[config.mk]
export PLATFORM = sky130hd
export DESIGN_NAME = ifetch_queue
export DESIGN_NICKNAME = d
export VERILOG_FILES = /design/src/rtl/ifq_pkg.sv /design/src/rtl/ifq_ram.sv /design/src/rtl/ifetch_queue.sv
export SDC_FILE = /design/constraint.sdc
export NUM_CORES = 2
export LEC_CHECK = 0
export CAP_MARGIN = 25
export CORE_MARGIN = 2
export CORE_UTILIZATION = 30
export DETAILED_ROUTE_END_ITERATION = 6
export GPL_TIMING_DRIVEN = 1
export PLACE_DENSITY_LB_ADDON = 0.1
export SLEW_MARGIN = 20
export SYNTH_ARGS = -nofsm -noshare
export SYNTH_HDL_FRONTEND = slang
export SYNTH_SLANG_ARGS = --single-unit
[constraint.sdc]
create_clock -name clk -period 15.3 [get_ports clk]
set_input_delay 1.53 -clock clk [delete_from_list [all_inputs] [get_ports clk]]
set_output_delay 1.53 -clock clk [all_outputs]
set_load 0.05 [all_outputs]
[src/rtl/ifq_pkg.sv]
// Shared types and constants for the instruction fetch queue.
// Instructions and PCs use big-endian bit numbering (bit 0 is the MSB).
package ifq_pkg;

   localparam int IFQ_DEPTH_DEFAULT = 16;
   localparam int IFQ_PC_W          = 64;
   localparam int INST_BYTES        = 4;

   typedef logic [0:31] inst_t;

   typedef struct packed {
      inst_t                inst;
      logic [0:IFQ_PC_W-1]  pc;
   } ifq_entry_t;

   function automatic logic [1:0] min2(input logic [1:0] a, input logic [1:0] b);
      return (a < b) ? a : b;
   endfunction

endpackage

[src/rtl/ifq_ram.sv]
// Queue storage: DEPTH entries, two write ports and two combinational read ports.
// Contents are deliberately not reset; validity is tracked by the pointers in ifetch_queue.
module ifq_ram
   import ifq_pkg::*;
#(
   parameter int DEPTH = IFQ_DEPTH_DEFAULT,
   parameter int PTR_W = $clog2(DEPTH)
) (
   input  logic             clk,
   input  logic             wrEn0,
   input  logic [PTR_W-1:0] wrAddr0,
   input  ifq_entry_t       wrData0,
   input  logic             wrEn1,
   input  logic [PTR_W-1:0] wrAddr1,
   input  ifq_entry_t       wrData1,
   input  logic [PTR_W-1:0] rdAddr0,
   output ifq_entry_t       rdData0,
   input  logic [PTR_W-1:0] rdAddr1,
   output ifq_entry_t       rdData1
);

   ifq_entry_t mem [DEPTH];

   // The two write addresses are always consecutive entries, so they never collide.
   always_ff @(posedge clk) begin
      if (wrEn0) begin
         mem[wrAddr0] <= wrData0;
      end
      if (wrEn1) begin
         mem[wrAddr1] <= wrData1;
      end
   end

   assign rdData0 = mem[rdAddr0];
   assign rdData1 = mem[rdAddr1];

endmodule

[src/rtl/ifetch_queue.sv]
// Circular instruction fetch queue feeding a dual-issue decoder.
// Optional feature: define IFQ_BYPASS_EN to forward fetched instructions straight to out0/out1 when empty.
module ifetch_queue
   import ifq_pkg::*;
#(
   parameter int DEPTH = IFQ_DEPTH_DEFAULT,
   parameter int PC_W  = IFQ_PC_W
) (
   input  logic                    clk,
   input  logic                    rst_n,
   input  logic                    fetch_valid,
   input  logic [0:63]             fetch_word,
   input  logic [0:PC_W-1]         fetch_pc,
   output logic                    fetch_ready,
   input  logic                    flush,
   input  logic [1:0]              deq_count,
   output logic                    out0_valid,
   output logic [0:31]             out0_inst,
   output logic [0:PC_W-1]         out0_pc,
   output logic                    out1_valid,
   output logic [0:31]             out1_inst,
   output logic [0:PC_W-1]         out1_pc,
   output logic [$clog2(DEPTH):0]  count
);

   localparam int PTR_W = $clog2(DEPTH);
   localparam int CNT_W = PTR_W + 1;

   logic [PTR_W-1:0] head;
   logic [PTR_W-1:0] tail;
   logic [PTR_W-1:0] headNext;
   logic [PTR_W-1:0] tailNext;
   logic [CNT_W-1:0] countNext;

   ifq_entry_t rdEntry0;
   ifq_entry_t rdEntry1;
   ifq_entry_t wrEntry0;
   ifq_entry_t wrEntry1;
   logic       wrEn0;
   logic       wrEn1;

   inst_t           candInst0;
   inst_t           candInst1;
   logic [0:PC_W-1] candPc0;
   logic [0:PC_W-1] candPc1;
   logic [1:0]      candN;
   logic            misaligned;
   logic            fetchAccept;
   logic            bypassActive;

   logic [1:0] storedValid;
   logic [1:0] outValidN;
   logic [1:0] deqN;
   logic [1:0] skipN;
   logic [1:0] wrN;
   logic [1:0] headAdvance;

   inst_t           slotInst0;
   inst_t           slotInst1;
   logic [0:PC_W-1] slotPc0;
   logic [0:PC_W-1] slotPc1;

   ifq_ram #(
      .DEPTH (DEPTH),
      .PTR_W (PTR_W)
   ) ram (
      .clk     (clk),
      .wrEn0   (wrEn0),
      .wrAddr0 (tail),
      .wrData0 (wrEntry0),
      .wrEn1   (wrEn1),
      .wrAddr1 (tail + PTR_W'(1)),
      .wrData1 (wrEntry1),
      .rdAddr0 (head),
      .rdData0 (rdEntry0),
      .rdAddr1 (head + PTR_W'(1)),
      .rdData1 (rdEntry1)
   );

   // Split the fetched word into its useful instructions, oldest first.
   always_comb begin
      misaligned = fetch_pc[PC_W-3];
      candInst1  = fetch_word[32:63];
      candPc0    = fetch_pc;
      candPc1    = fetch_pc + PC_W'(INST_BYTES);
      if (misaligned) begin
         candInst0 = fetch_word[32:63];
         candN     = 2'd1;
      end else begin
         candInst0 = fetch_word[0:31];
         candN     = 2'd2;
      end
   end

   assign fetch_ready = (count <= CNT_W'(DEPTH - 2));
   assign fetchAccept = fetch_valid & fetch_ready & ~flush;
   assign storedValid = (count >= CNT_W'(2)) ? 2'd2 : count[1:0];

`ifdef IFQ_BYPASS_EN
   assign bypassActive = (count == '0) & fetch_valid & ~flush;
`else
   assign bypassActive = 1'b0;
`endif

   // Decode may ask for more than is visible; clamp to what the slots actually show.
   always_comb begin
      outValidN   = bypassActive ? candN : storedValid;
      deqN        = min2(deq_count, outValidN);
      skipN       = bypassActive ? deqN : 2'd0;
      headAdvance = bypassActive ? 2'd0 : deqN;
      wrN         = fetchAccept ? (candN - skipN) : 2'd0;
   end

   // Bypassed instructions already consumed this cycle are skipped; the rest go to storage.
   always_comb begin
      wrEn0         = (wrN != 2'd0);
      wrEn1         = (wrN == 2'd2);
      wrEntry0.inst = (skipN == 2'd1) ? candInst1 : candInst0;
      wrEntry0.pc   = IFQ_PC_W'((skipN == 2'd1) ? candPc1 : candPc0);
      wrEntry1.inst = candInst1;
      wrEntry1.pc   = IFQ_PC_W'(candPc1);
   end

   always_comb begin
      headNext  = head + PTR_W'(headAdvance);
      tailNext  = tail + PTR_W'(wrN);
      countNext = count + CNT_W'(wrN) - CNT_W'(headAdvance);
   end

   // Pointer and occupancy state; flush wins over any enqueue or dequeue in the same cycle.
   always_ff @(posedge clk or negedge rst_n) begin
      if (!rst_n) begin
         head  <= '0;
         tail  <= '0;
         count <= '0;
      end else if (flush) begin
         head  <= '0;
         tail  <= '0;
         count <= '0;
      end else begin
         head  <= headNext;
         tail  <= tailNext;
         count <= countNext;
      end
   end

   always_comb begin
      if (bypassActive) begin
         slotInst0 = candInst0;
         slotPc0   = candPc0;
         slotInst1 = candInst1;
         slotPc1   = candPc1;
      end else begin
         slotInst0 = rdEntry0.inst;
         slotPc0   = PC_W'(rdEntry0.pc);
         slotInst1 = rdEntry1.inst;
         slotPc1   = PC_W'(rdEntry1.pc);
      end
   end

   // Invalid slots are forced to zero so decode never sees stale storage.
   always_comb begin
      out0_valid = (outValidN != 2'd0);
      out1_valid = (outValidN == 2'd2);
      out0_inst  = out0_valid ? slotInst0 : '0;
      out0_pc    = out0_valid ? slotPc0   : '0;
      out1_inst  = out1_valid ? slotInst1 : '0;
      out1_pc    = out1_valid ? slotPc1   : '0;
   end

endmodule
==> results.cfg <==
[critical_path]
cp_max_fo = 52
arrival_ns = 7.05
worstSetupEndpointType = primary output
setup.worst_path.start_class = register
cp.required_ns = 13.77
crit_type = reg2out

[synth]
syn_nets = 6363
ys_top_cells_by_count = 1,536 x edfxtp_1, 898 x clkbuf_1, 864 x mux4_2
synth_compound_area_frac = 0.0641
synth_area_leaders = edfxtp_1 54%, mux4_2 23%, clkbuf_1 3.9%
synthMuxAreaShare = 0.229
synth_top_family_by_area = multiplexers
synth_edf_count = 1536
synth-adder-area-share = 0.00325
synthArstFlopShare = 0.00839
synth_top_area_cell = edfxtp_1
yosys_warnings = 0
synth-simple-area-share = 0.0635
synth.distinct_cells = 59
synth_seq_cells = 1549
synth_top_area_frac = 0.536
ys.flop_type = edfxtp_1
postSynthAreaPerCell_um2 = 13.9
syn_inst = 6209
synth_xor_area_frac = 0.0494
ys_seq_area_frac = 0.539
synth_area_um2 = 86100
yosysMostFrequentCell = edfxtp_1

[timing]
final.min_clock_period_ns = 8.58
tns_ns = 0
drv_slew = 0
maxSlewHeadroom = 0.231
rsz0062_at_grt = no
worstMarginPinSlew_ns = 1.15
period_share = 0.561
skew_ns = 0.0494
setup_violations = 0
max_freq_mhz = 117
final-hold-violation-count = 0
setup_ws_ns = 6.72

[global_route]
grt_pass1_vias = 55700
grt-ovfl-total = 0
grt_usage = 0.230
antenna_found_initial = 28
grt_pass1_wl_mm = 470
grt_max_degree = 142

[detailed_routing]
drtIter0Drc = 6295
wl_per_cell_um = 35.1
vias = 55400
via_per_inst = 5.70
wl_mm = 342
firstDrtPassIters = 6
drcViolationCount = 0
postRouteAntennaNets = 0

[power_and_ir_drop]
irDropWorstVdd_v = 0.000240
power.density_nw_per_um2 = 189
power_w = 0.0186
p_leak_nw = 30.0

[placement]
dp.final_hpwl_mm = 192
routabilityCongestion = 0.775
place_ws_ns = 7.18
portBuffers = 333
dpl.cell_count = 9365

[clock_tree]
ctsRootBufferMaster = clkbuf_16
clk_pin_slew_ns = 0.06
post_cts_buffers = 0
cts.path.max_buffers = 4
insertion_delay_ns = 0.89
cts_max_level = 4
post_cts_resize_count = 0
cts_buffers = 193
cts_tree = built
cts_sinks = 1549
holdBufCountCts = 0

[cells_and_area]
nets = 5963
fillers = 27300
fin_cells = 9732
synthToLayoutAreaGrowth_pct = 14.3
drive_above_1_share = 0.243

[run_status]
status = finished, final reports clean

[die]
core_um2 = 285000
die-area_um2 = 291000
row_count = 196
start_util = 0.302
io_pins = 334
die_w_um = 540
die_h_um = 540

[job]
cap_violations = 0

[min_path]
hold_class = reg2reg
==> flip-flops by register name (all words and copies together) (netlist names) <==
signal and cells:
count 5, head 4, ram.mem 1536, tail 4
==> layout make-up <==
type	count	area (µm²)	area share
clock inverter	123	1230	0.0125
antenna	7	17.5	0.000178
multi-input combinational	3506	35700	0.363
sequential	1549	46500	0.472
clock buffer	226	4970	0.0506
inverter	21	86.3	0.000877
tap	3762	4710	0.0478
timing repair buffer	538	5170	0.0525
==> metrics by stage <==
step | utilization | instance area [µm²] | hold WS (ns)
after global placement | 0.322 | 91900 | 0.719
final | 0.345 | 98400 | 0.736
after floorplan | - | 86100 | 0.612
after global routing | 0.345 | 98400 | 0.781
after CTS | 0.344 | 98200 | 0.738
after detailed placement | 0.322 | 92000 | 0.724
==> worst paths after layout <==
path | endpoint | slack (ns) | cells after the start | start
setup / recovery | out0_pc[19] | 6.72 | 9 | head[0]
hold / removal | tail[3] | 0.74 | 2 | tail[3]
setup reg to reg | ram.mem[7][19] | 10.65 | 10 | count[4]
hold reg to reg | tail[3] | 0.74 | 2 | tail[3]
max in group asynchronous | head[0] | 13.68 | 1 | rst_n
min in group asynchronous | head[2] | 1.10 | 1 | rst_n
==> power breakdown <==
group	switching (W)	internal [W]
clock	0.00196	0.00267
combinational	0.00538	0.00372
sequential	0.000123	0.00476
==> per-layer routing <==
layer  GRT usage  vias to the layer above  share of wire
met5           0                        -        0.00045
met4      0.0586                       24          0.026
met3      0.0344                      447          0.068
met2       0.373                     2508           0.47
met1       0.321                    29800           0.43
li1            -                    22700              -
==> layout by cell type, fill, tap and decap left out, drive strengths merged, types with 30 or more instances in the layout <==
master         instances
clkbuf               227
o21ai                 72
nand4                 40
o2bb2ai              107
xor2                 223
mux4                 864
nor3                  72
nor2                 528
edfxtp              1536
xnor2                263
nor2b                108
clkdlybuf4s50        332
inv                   30
a22oi                192
clkinv                90
buf                  205
nand3                 35
a21oi                442
nand2                393
==> cell families after synthesis <==
logic type | count (synthesis)
flops | 1549
simple gates | 1245
xor+xnor | 486
fa+ha+maj | 20
compound gates | 867
buf+inv | 1154
mux | 888
==> worst max-delay path: stages, from the launching register on <==
cell and delay [ns]:
dfrtp_4 0.95, buf_4 0.78, buf_4 0.81, buf_4 0.46
buf_16 0.32, buf_4 0.67, mux4_2 0.60, mux4_2 0.53
nor2b_1 0.17, clkdlybuf4s50_1 0.79
Note: power is estimated with default switching activity, not from simulation.
